===== src/rtl/iir_decimator.sv =====
// Keeps one IIR output sample in every Ndec and buffers it in a first-word-fall-through FIFO.
// Latency: a kept sample pushed into an empty FIFO appears on m_valid/m_data the next cycle.
// Backpressure: m_ready stalls the head; the input cannot be stalled, so a kept sample that meets a full FIFO with no pop is dropped and flagged on sticky overflow.
module iir_decimator #(
    parameter int Ndec  = 4,
    parameter int Depth = 8
) (
    input  logic                     clk,
    input  logic                     rst_n,
    input  logic                     dv_in,
    input  logic [17:0]              d_in,
    output logic                     m_valid,
    output logic [17:0]              m_data,
    input  logic                     m_ready,
    output logic [$clog2(Depth):0]   fill,
    output logic                     overflow,
    input  logic                     clr_ovf
);

    localparam int AW = $clog2(Depth);
    localparam int PW = (Ndec > 1) ? $clog2(Ndec) : 1;

    localparam logic [PW-1:0] PH_LAST = PW'(Ndec - 1);
    localparam logic [PW-1:0] PH_ONE  = PW'(1);
    localparam logic [AW:0]   FULL    = (AW + 1)'(Depth);
    localparam logic [AW:0]   ONE     = (AW + 1)'(1);

    logic [PW-1:0] r_ph;
    logic [AW:0]   r_wr_ptr;
    logic [AW:0]   r_rd_ptr;
    logic [AW:0]   r_fill;
    logic          r_ovf;
    logic [17:0]   r_mem [Depth];

    logic w_keep;
    logic w_full;
    logic w_empty;
    logic w_pop;
    logic w_push;
    logic w_drop;

    // A full FIFO still accepts a kept sample when the head leaves in the same cycle.
    assign w_empty = (r_fill == '0);
    assign w_full  = (r_fill == FULL);
    assign w_pop   = !w_empty && m_ready;
    assign w_keep  = dv_in && (r_ph == '0);
    assign w_push  = w_keep && (!w_full || w_pop);
    assign w_drop  = w_keep && w_full && !w_pop;

    // Decimation phase advances on every input strobe, kept or dropped, so drops never shift the phase.
    always_ff @(posedge clk or negedge rst_n) begin
        if (!rst_n) begin
            r_ph <= '0;
        end else if (dv_in) begin
            r_ph <= (r_ph == PH_LAST) ? '0 : r_ph + PH_ONE;
        end
    end

    // Read/write pointers carry a wrap bit; occupancy is tracked explicitly for the fill output.
    always_ff @(posedge clk or negedge rst_n) begin
        if (!rst_n) begin
            r_wr_ptr <= '0;
            r_rd_ptr <= '0;
            r_fill   <= '0;
        end else begin
            if (w_push) begin
                r_wr_ptr <= r_wr_ptr + ONE;
            end
            if (w_pop) begin
                r_rd_ptr <= r_rd_ptr + ONE;
            end
            case ({w_push, w_pop})
                2'b10:   r_fill <= r_fill + ONE;
                2'b01:   r_fill <= r_fill - ONE;
                default: r_fill <= r_fill;
            endcase
        end
    end

    // Sample storage; contents need no reset because an empty FIFO masks the read port.
    always_ff @(posedge clk) begin
        if (w_push) begin
            r_mem[r_wr_ptr[AW-1:0]] <= d_in;
        end
    end

    // Sticky overflow: a drop in the same cycle as a clear keeps the flag set.
    always_ff @(posedge clk or negedge rst_n) begin
        if (!rst_n) begin
            r_ovf <= 1'b0;
        end else if (w_drop) begin
            r_ovf <= 1'b1;
        end else if (clr_ovf) begin
            r_ovf <= 1'b0;
        end
    end

    // Outputs decode registered state only; m_ready has no path to m_valid or m_data.
    assign m_valid  = !w_empty;
    assign m_data   = w_empty ? 18'h0 : r_mem[r_rd_ptr[AW-1:0]];
    assign fill     = r_fill;
    assign overflow = r_ovf;

endmodule

===== config.mk =====
export PLATFORM = sky130hd
export DESIGN_NAME = iir_decimator
export DESIGN_NICKNAME = d
export VERILOG_FILES = /design/src/rtl/iir_decimator.sv
export SDC_FILE = /design/constraint.sdc
export NUM_CORES = 1
export LEC_CHECK = 0
export ABC_AREA = 1
export CORE_MARGIN = 1.5
export CORE_UTILIZATION = 53
export CTS_CLUSTER_DIAMETER = 30
export DETAILED_ROUTE_END_ITERATION = 7
export GPL_TIMING_DRIVEN = 1
export PLACE_DENSITY = 0.76
export RECOVER_POWER = 100
export SKIP_LAST_GASP = 1
export SLEW_MARGIN = 30
export SYNTH_ARGS = -nofsm -noshare
export SYNTH_HDL_FRONTEND = slang
export SYNTH_SLANG_ARGS = --single-unit

===== constraint.sdc =====
create_clock -name clk -period 2.4 [get_ports clk]
set_clock_uncertainty 0.1 [all_clocks]
set_input_delay 0.48 -clock clk [delete_from_list [all_inputs] [get_ports clk]]
set_output_delay 0.48 -clock clk [all_outputs]
set_load 0.03 [all_outputs]

Word level (Yosys, flattened, before mapping)
Memory sizes are Yosys's and may differ from the RTL's.
Cells that the tools add are included.
{ "word_totals": {"regBits": 15, "latch_bits": 0, "ram_bits": 144, "romBits": 0, "input_bits": 23, "output_inout_bits": 24, "wordCells": 35, "mem_count": 1} }
{ "op_classes": {"n_addsub": 5, "n_mul": 0, "div": 0, "magnitude_cmp": 0, "n_eq_ne": 4, "shifts": 0, "mux": 7, "bitwise_logic": 0, "n_reduce_logical": 13} }
{ "mem_list": {"columns": ["name", "words", "word_bits", "rd", "rd_clocked_by_memory_dff", "write_ports", "line", "source"], "rows": [
  ["r_mem", 8, 18, 1, 0, 1, "33", "logic [17:0] r_mem [Depth];"]
]} }
{ "ops": {"columns": ["operator", "n"], "rows": [
  ["two-way mux 18 bit", 1],
  ["adder 4 x 1 -> 4 bit (second input constant)", 3],
  ["one-hot mux 4 bit (2 select lines)", 1],
  ["logical AND 1 bit", 5],
  ["== test 2 bit (second input constant)", 2],
  ["== test 4 bit (second input constant)", 1],
  ["logical NOT 4 bit", 1],
  ["two-way mux 1 bit", 4],
  ["nonzero test 2 bit", 2],
  ["subtractor 4 x 1 -> 4 bit (second input constant)", 1],
  ["logical NOT 1 bit", 3],
  ["adder 2 x 1 -> 2 bit (second input constant)", 1],
  ["== test 2 x 1 -> 1 bit (second input constant)", 1],
  ["logical NOT 2 bit", 1],
  ["two-way mux 2 bit", 1],
  ["logical OR 1 bit", 1]
]} }

Depth between registers and ports, before layout
Gate-level depths: netlist of the first run.
{ "depth": {"depth_word": 7, "ltp_mapped": 14, "depth_no_buf": 14} }

Worst setup path before layout of the first run
Ideal clock, no wire load.
{ "synth_timing": {"path_type": "register to register", "start": "register r_fill[1] (netlist: fill[1])", "end": "memory r_mem[4][0] (enable)", "setup_ns": 0.392, "arrival_time_ns": 1.896, "required_time_ns": 1.908, "slack_ns": 0.012, "stages_incl_launch_ff": 6, "path_buffers": 0, "synth_period_minus_slack_ns": 2.388, "cell_sequence": "dfrtp_1 > nor2_1 > nand3_1 > nand2_2 > or2_4 > nor2_1"} }
{ "synth_between": {"elab_chain_cells": 7, "elab_cells_between_ends": 9, "cone_classes": "1 x eq/ne; 2 x mux; 6 x reduce/logical"} }
{ "synth_lines": {"columns": ["element", "line", "source"], "rows": [
  ["start, declared", "31", "logic [AW:0] r_fill;"],
  ["start signal, assigned", "73", "2'b10: r_fill <= r_fill + ONE;"],
  ["start signal, assigned", "74", "2'b01: r_fill <= r_fill - ONE;"],
  ["start signal, assigned", "75", "default: r_fill <= r_fill;"],
  ["logical NOT 4 bit", "43", "assign w_empty = (r_fill == '0);"],
  ["logical NOT 1 bit", "45", "assign w_pop = !w_empty && m_ready;"],
  ["logical AND 1 bit", "45", null],
  ["logical OR 1 bit (*)", "47", "assign w_push = w_keep && (!w_full || w_pop);"],
  ["logical AND 1 bit (*)", "47", null],
  ["two-way mux 1 bit (*)", "82", "if (w_push) begin"],
  ["two-way mux 1 bit (not written as such) (*)", "83", "r_mem[r_wr_ptr[AW-1:0]] <= d_in;"],
  ["end, declared", "33", null]
]} }
Mark *: on every way between the ends. The rest lies on a longest branch, timed or not.

Worst setup path after layout of the first run
{ "layout_timing": {"start": "register r_rd_ptr[0]", "end": "output m_data[8]"} }
{ "layout_between": {"elab_chain_cells": 2} }
{ "layout_lines": {"columns": ["element", "line", "source"], "rows": [
  ["start, declared", "30", "logic [AW:0] r_rd_ptr;"],
  ["start signal, assigned", "70", "r_rd_ptr <= r_rd_ptr + ONE;"],
  ["memory read (8 x 18 bit)", null, null],
  ["two-way mux 18 bit", "100", "assign m_data = w_empty ? 18'h0 : r_mem[r_rd_ptr[AW-1:0]];"],
  ["end, declared", "13", "output logic [17:0] m_data,"]
]} }
Every way passes these cells.

==> summary.txt, run 1 <==
Power
  – Gate power share: 0.480
  – Clock share of power: 0.214
  – Internal power: 6910 µW
  – Max VDD drop: 613 µV
  – Leak: 0.00308 µW
  – Net Sw Power: around 4500 µW
  – Reg power frac: 0.306
  – Total power: 11400 µW
  – Net Sw Frac: 0.394
  – PwrDens: 1370 nW/µm²

Finish
  – Most frequent cells in the layout: edfxtp_1 (144), nor2_1 (123), buf_4 (53)
  – Fin nets: approximately 650
  – Commonest non-fill, non-tap cell in the layout: edfxtp_1
  – Area delta synth->final: 26.5%
  – Multi-input gate area: 1710 µm²
  – Layout cell share with drive strength beyond 1: 0.244
  – Fillers: between 700 and 800
  – N_diodes: 0
  – Fin area: 8300 µm²
  – Storage cell area: between 4000 and 5000 µm²

Timing
  – Max_slew headroom: 0.552
  – Setup ws final: -201 ps
  – Hold WS: between 400 and 500 ps
  – Max Transition Viols Final: 0
  – Slew @ Worst Pin: 669 ps
  – Fraction of the cycle the final worst path needs: 1.08
  – # setup viols final: 18
  – Fmax: 385 MHz
  – Unrepaired setup endpoints after global routing: yes
  – Fin. Hold Viols: 0
  – Post-route minimum period: 2600 ps

GRT
  – Initial antenna violation count: 0
  – Gr usage total: 0.250
  – First-pass GRT wire length: 23800 µm
  – Number of global-route vias before repair: 4501
  – Largest net degree at the start of global routing: 51
  – GR Overflow Total: 0

Detailed routing
  – First-pass detailed-route iteration total: 5
  – Remaining DRCs: 0
  – Routed vias/inst: around 5.8
  – DRT antenna net count: 0
  – Routed wire length: between 15000 and 20000 µm
  – Initial drt markers: 629
  – Drt wl/cell: between 20 and 25 µm
  – Vias: approximately 4600

CTS
  – Clk slew on worst S/H paths: 60 ps
  – Hold_buf cts: 0
  – H-tree levels: 4
  – Worst-Skew Late Latency: 420 ps
  – CTS sink cnt: between 150 and 200
  – CTS tree: yes
  – CTS max path bufs: 2
  – CTS buffer count: 17
  – Root Buffer: clkbuf_16

Worst setup path
  – Worst EP required: 1820 ps
  – Critical path class: flip-flop to primary output
  – Reg-to-reg endpoint: fill[2]
  – Worst path slowest cell: dfrtp_2
  – Crit path max-delay family: buffers and inverters
  – R2R cell count: 12
  – Max incr delay on CP: 490 ps
  – Flop-to-flop setup slack: around 240 ps
  – Most used cell, CP: nor2_1
  – CP Cell Sequence: inv_8 > buf_12 > buf_16 > o21ai_1 > o22ai_1 > nor2_1 > nor2_1 > buf_4
  – Worst Path Max Fanout: 15
  – WP buf/inv: 4
  – Crit path DAT: 2020 ps
  – Worst Setup End Kind: primary output
  – Critical R2R Launch: fill[3]
  – Critical Path Start Type: flip-flop

Synth
  – Synth top area share: 0.659
  – Synth cell types: 26
  – Syn Nets: between 500 and 600
  – Top post-synthesis cells by area: edfxtp_1 (66%), nor2_1 (8.0%), dfrtp_1 (5.0%)
  – Xor and xnor area share after synthesis: 0.00668
  – Synthesized cell area: 6560 µm²
  – Post-synth top area cell: edfxtp_1
  – Register area share after synthesis: 0.709
  – Yosys warning total: 0
  – Synth Area in Compound Gates: 0.108
  – Mux contribution to synthesized area: 0
  – Post-synthesis simple-gate area fraction: 0.113
  – Largest family of logic cells by synthesized area: simple AND/OR/NAND/NOR gates
  – Seq cells post-synth: 157
  – Synth Area per Inst: approximately 13 µm²
  – Synth Area in Adders: 0.0134
  – Synthesized instance count: ~520

Flow run
  – Maxcap violations: 0

Outcome
  – Status: finished with violations
  – Failing checks: setup timing

Worst hold path
  – Min-Delay Path Class: input pin to async pin

Floorplan
  – Ports: 47
  – Core area: 12100 µm²
  – Chip Width: 114 µm
  – Die height: between 100 and 150 µm
  – Initial core utilization: 0.544
  – Die Area: 13100 µm²
  – FP Rows: 40

Place
  – Final GP Congestion: between 0.8 and 0.9
  – Hpwl dp: 8640 µm
  – Area after DPL: 7230 µm²
  – Number of port buffers: 46
[sequential cells by signal, summed over array words and instances (netlist names)]
register and cells:
r_rd_ptr 3, r_wr_ptr 3, r_mem 144, fill 4, overflow 1, r_ph 2
[timing repair]
action | 4_1_cts | 5_1_grt
setup endpoints to repair | 19 | 18
pin swaps | 13 | 27
resized for setup | 38 | 45
cloned | 5 | 4
hold endpoints to repair | 0 | 0
buffers inserted | 11 | 4
[cells by family (layout without fill, tap and decap cells)]
| family | Yosys count | in the layout |
|---|---|---|
| adder cells (fa/ha/maj) | 7 | 7 |
| AND/OR/NAND/NOR | 193 | 193 |
| buffers and inverters | 44 | 154 |
| AO/OA/AOI/OAI | 116 | 116 |
| flip-flops | 157 | 157 |
| XOR/XNOR | 5 | 5 |
[how the worst max path moves through the flow]
stage	to	slack (ps)	cells past startpoint	start
after floorplan	r_mem[4][0]	10	5	fill[1]
after global placement	r_mem[5][3]	-10	9	m_ready
after detailed placement	fill[2]	-90	12	m_ready
after CTS	m_data[9]	-100	6	r_rd_ptr[0]
after global routing	m_data[8]	-230	8	r_rd_ptr[0]
final	m_data[8]	-200	8	r_rd_ptr[0]
[cell type report]
type                            count  area share
Clock inverter                     13      0.0122
Inverter                           16     0.00874
Tap cell                          168      0.0253
Multi-Input combinational cell    321       0.206
Timing Repair Buffer              106       0.135
Clock buffer                       19      0.0522
Sequential cell                   157       0.560
[stage by stage]
| step | TNS [ps] | util | instances | setup WS [ps] |
|---|---|---|---|---|
| floorplan | 0 | - | 522 | 11.9 |
| global placement | -71.2 | 0.600 | 744 | -9.58 |
| detailed placement | -286 | 0.600 | 744 | -87.0 |
| CTS | -712 | 0.670 | 792 | -97.9 |
| global route | -2680 | 0.688 | 800 | -228 |
| finish | -1500 | 0.688 | 800 | -201 |
[Yosys cell counts]
master    number
nand2_1       45
or2_4          1
o22ai_1       19
inv_8          1
nand2_2        1
a31oi_1        1
edfxtp_1     144
o21ai_1       35
ha_1           7
buf_12         1
a21oi_1        1
or2_2          1
o211ai_1       6
xor2_1         2
buf_2         10
inv_1         14
clkinv_4       1
buf_4          3
o21ai_0       42
xnor2_1        3
dfrtp_1       13
o211ai_2      12
buf_6         13
nor2_1       140
nand3_1        5
buf_8          1
[power by group through the flow]
stage                     clock, µW  sequential (µW)  combinational, µW
after floorplan                   0             3520               3030
after global placement            0             3520               4120
after detailed placement          0             3530               4220
after CTS                      2450             3470               4940
after global routing           2560             3510               5820
final                          2430             3490               5470
[per-layer routing]
layer	vias up	part of all wire	GRT usage	wire length [µm]
met3	56	0.084	0.0630	1370
met4	0	0.039	0.126	642
li1	2052	-	-	-
met2	276	0.48	0.402	7930
met5	-	0	0	0
met1	2217	0.39	0.318	6480
No activity file was read; power rests on OpenSTA's default activity.
==> inputs of run 2 (changes only) <==
--- a/config.mk
+++ b/config.mk
@@ -6,6 +6,7 @@
 export NUM_CORES = 1
 export LEC_CHECK = 0
 export ABC_AREA = 1
+export ABC_CLOCK_PERIOD_IN_PS = 2200
 export CORE_MARGIN = 1.5
 export CORE_UTILIZATION = 53
 export CTS_CLUSTER_DIAMETER = 30
==> constraint.sdc (replaced) <==
create_clock -name clk -period 2.2 [get_ports clk]
set_clock_uncertainty 0.1 [all_clocks]
set_input_delay 0.44 -clock clk [delete_from_list [all_inputs] [get_ports clk]]
set_output_delay 0.44 -clock clk [all_outputs]
set_load 0.03 [all_outputs]
==> summary.txt, run 2 (synthesized netlist as in run 1, its figures left out) <==
Outcome
  – Status: finished with violations
  – Failing checks: setup timing

Power
  – PwrDens: approximately 1500 nW/µm²
  – Leak: 0.00307 µW
  – Total power: ~13000 µW
  – Max VDD drop: 784 µV

Finish
  – Final std cells w/o fill: 785
  – Max reg flops: 144
  – Fin area: 8410 µm²
  – N_diodes: 0
  – Fin nets: 634
  – Area delta synth->final: 28.3%
  – Layout cell share with drive strength beyond 1: 0.248
  – Most frequent cells in the layout: edfxtp_1 (144), nor2_1 (115), o21ai_1 (51)
  – Post-layout util: 0.698
  – Commonest non-fill, non-tap cell in the layout: edfxtp_1

GRT
  – First-pass GRT wire length: 23400 µm
  – Largest net degree at the start of global routing: 37
  – Number of global-route vias before repair: 4390
  – Initial antenna violation count: 0
  – Gr usage total: 0.247
  – GR Overflow Total: 0

Detailed routing
  – Remaining DRCs: 0
  – Routed wire length: approximately 16000 µm
  – Drt wl/cell: roughly 20 µm
  – First-pass detailed-route iteration total: 5
  – Initial drt markers: ~460
  – Vias: 4492
  – DRT antenna net count: 0
  – Routed vias/inst: 5.72

Floorplan
  – Core area: 12100 µm²
  – Die Area: roughly 13000 µm²
  – Ports: 47
  – Initial core utilization: 0.544
  – Chip Width: 114 µm
  – FP Rows: 40
  – Die height: 114 µm

CTS
  – CTS max path bufs: 2
  – Clk slew on worst S/H paths: around 60 ps
  – H-tree levels: 4
  – CTS sink cnt: 157
  – Root Buffer: clkbuf_16
  – Worst-Skew Late Latency: 420 ps
  – CTS buffer count: 17
  – Hold_buf cts: 0
  – CTS tree: yes

Timing
  – Fin. Hold Viols: 0
  – Post-route minimum period: 2470 ps
  – Fraction of the cycle the final worst path needs: 1.12
  – Max_slew headroom: 0.604
  – Max Transition Viols Final: 0
  – Setup ws final: -274 ps
  – Slew @ Worst Pin: approximately 590 ps
  – Unrepaired setup endpoints after global routing: yes
  – # setup viols final: 18
  – Fmax: 404 MHz

Worst setup path
  – Worst Path Max Fanout: 12
  – Critical R2R Launch: r_ph[0]
  – Worst EP required: 1660 ps
  – Worst Setup End Kind: primary output
  – Crit path DAT: a little under 2000 ps
  – Critical Path Start Type: flip-flop
  – Flop-to-flop setup slack: about 150 ps
  – Reg-to-reg endpoint: fill[2]
  – R2R cell count: 13
  – Critical path class: flip-flop to primary output

Worst hold path
  – Min-Delay Path Class: input pin to async pin

Place
  – Pre-CTS setup slack: -189 ps
  – Final GP Congestion: 0.827
  – Hpwl dp: 7930 µm
  – Area after DPL: 7250 µm²
  – Post-Place Cells: 738
  – Number of port buffers: 46

Flow run
  – Maxcap violations: 0
## run 2: cell count changes in the layout (fill, tap and decap cells not counted), sizes merged
cell / change
buf: -21
bufinv: +3
inv: +3
clkinv: -2
bufbuf: +1
clkbuf: +1
clkdlybuf4s15: +1
dlygate4sd2: -1
## run 2: worst max-delay path by stage
stage,from,to,slack [ps]
2_1_floorplan,fill[1],r_mem[0][0],-190
3_3_place_gp,m_ready,r_mem[4][4],-120
3_5_place_dp,dv_in,fill[2],-190
4_1_cts,r_rd_ptr[0],m_data[14],-230
5_1_grt,r_rd_ptr[0],m_data[16],-340
6_report,r_rd_ptr[0],m_data[11],-270
## run 2: metal layers
| metal | vias up | GRT usage | share of wire |
|---|---|---|---|
| li1 | 2032 | - | - |
| met4 | 0 | 0.107 | 0.033 |
| met2 | 188 | 0.421 | 0.51 |
| met1 | 2233 | 0.308 | 0.40 |
| met3 | 39 | 0.0535 | 0.061 |
| met5 | - | 0 | 0 |
## run 2: worst max-delay path: stages, from the launching register on
cell and delay [ps]:
dfrtp_4 490, clkbuf_16 220, buf_16 150, o21ai_0 90, o211ai_1 180, nand2_1 80, nor2_1 120, buf_4 180
## run 2: final cells by class
type	instances	area, µm²
fill	772	3650
timing repair buffer	89	1050
tap	168	210
sequential	157	4650
multi-input combinational	321	1740
clock inverter	15	196
timing repair inverter	2	46.3
clock buffer	17	425
inverter	16	83.8
## run 2: per-stage QoR
stage / hold WS (ps) / TNS [ps]
3_3_place_gp: 419 / -9590
3_5_place_dp: 427 / -18040
2_1_floorplan: 44.4 / -13540
6_report: 359 / -4370
5_1_grt: 410 / -5620
4_1_cts: 313 / -3810
## run 2: what timing repair did
action                     CTS  global route
gates resized for setup     45            54
buffers inserted             2             3
gates cloned                 6             4
pin swaps                    4            23
setup endpoints to repair   19            20
## run 2: report_power, final
group	leakage (µW)	switching [µW]	internal (µW)
Combinational	0.00132	3610	2360
Clock	0.000298	1160	1890
Sequential	0.00145	169	3600
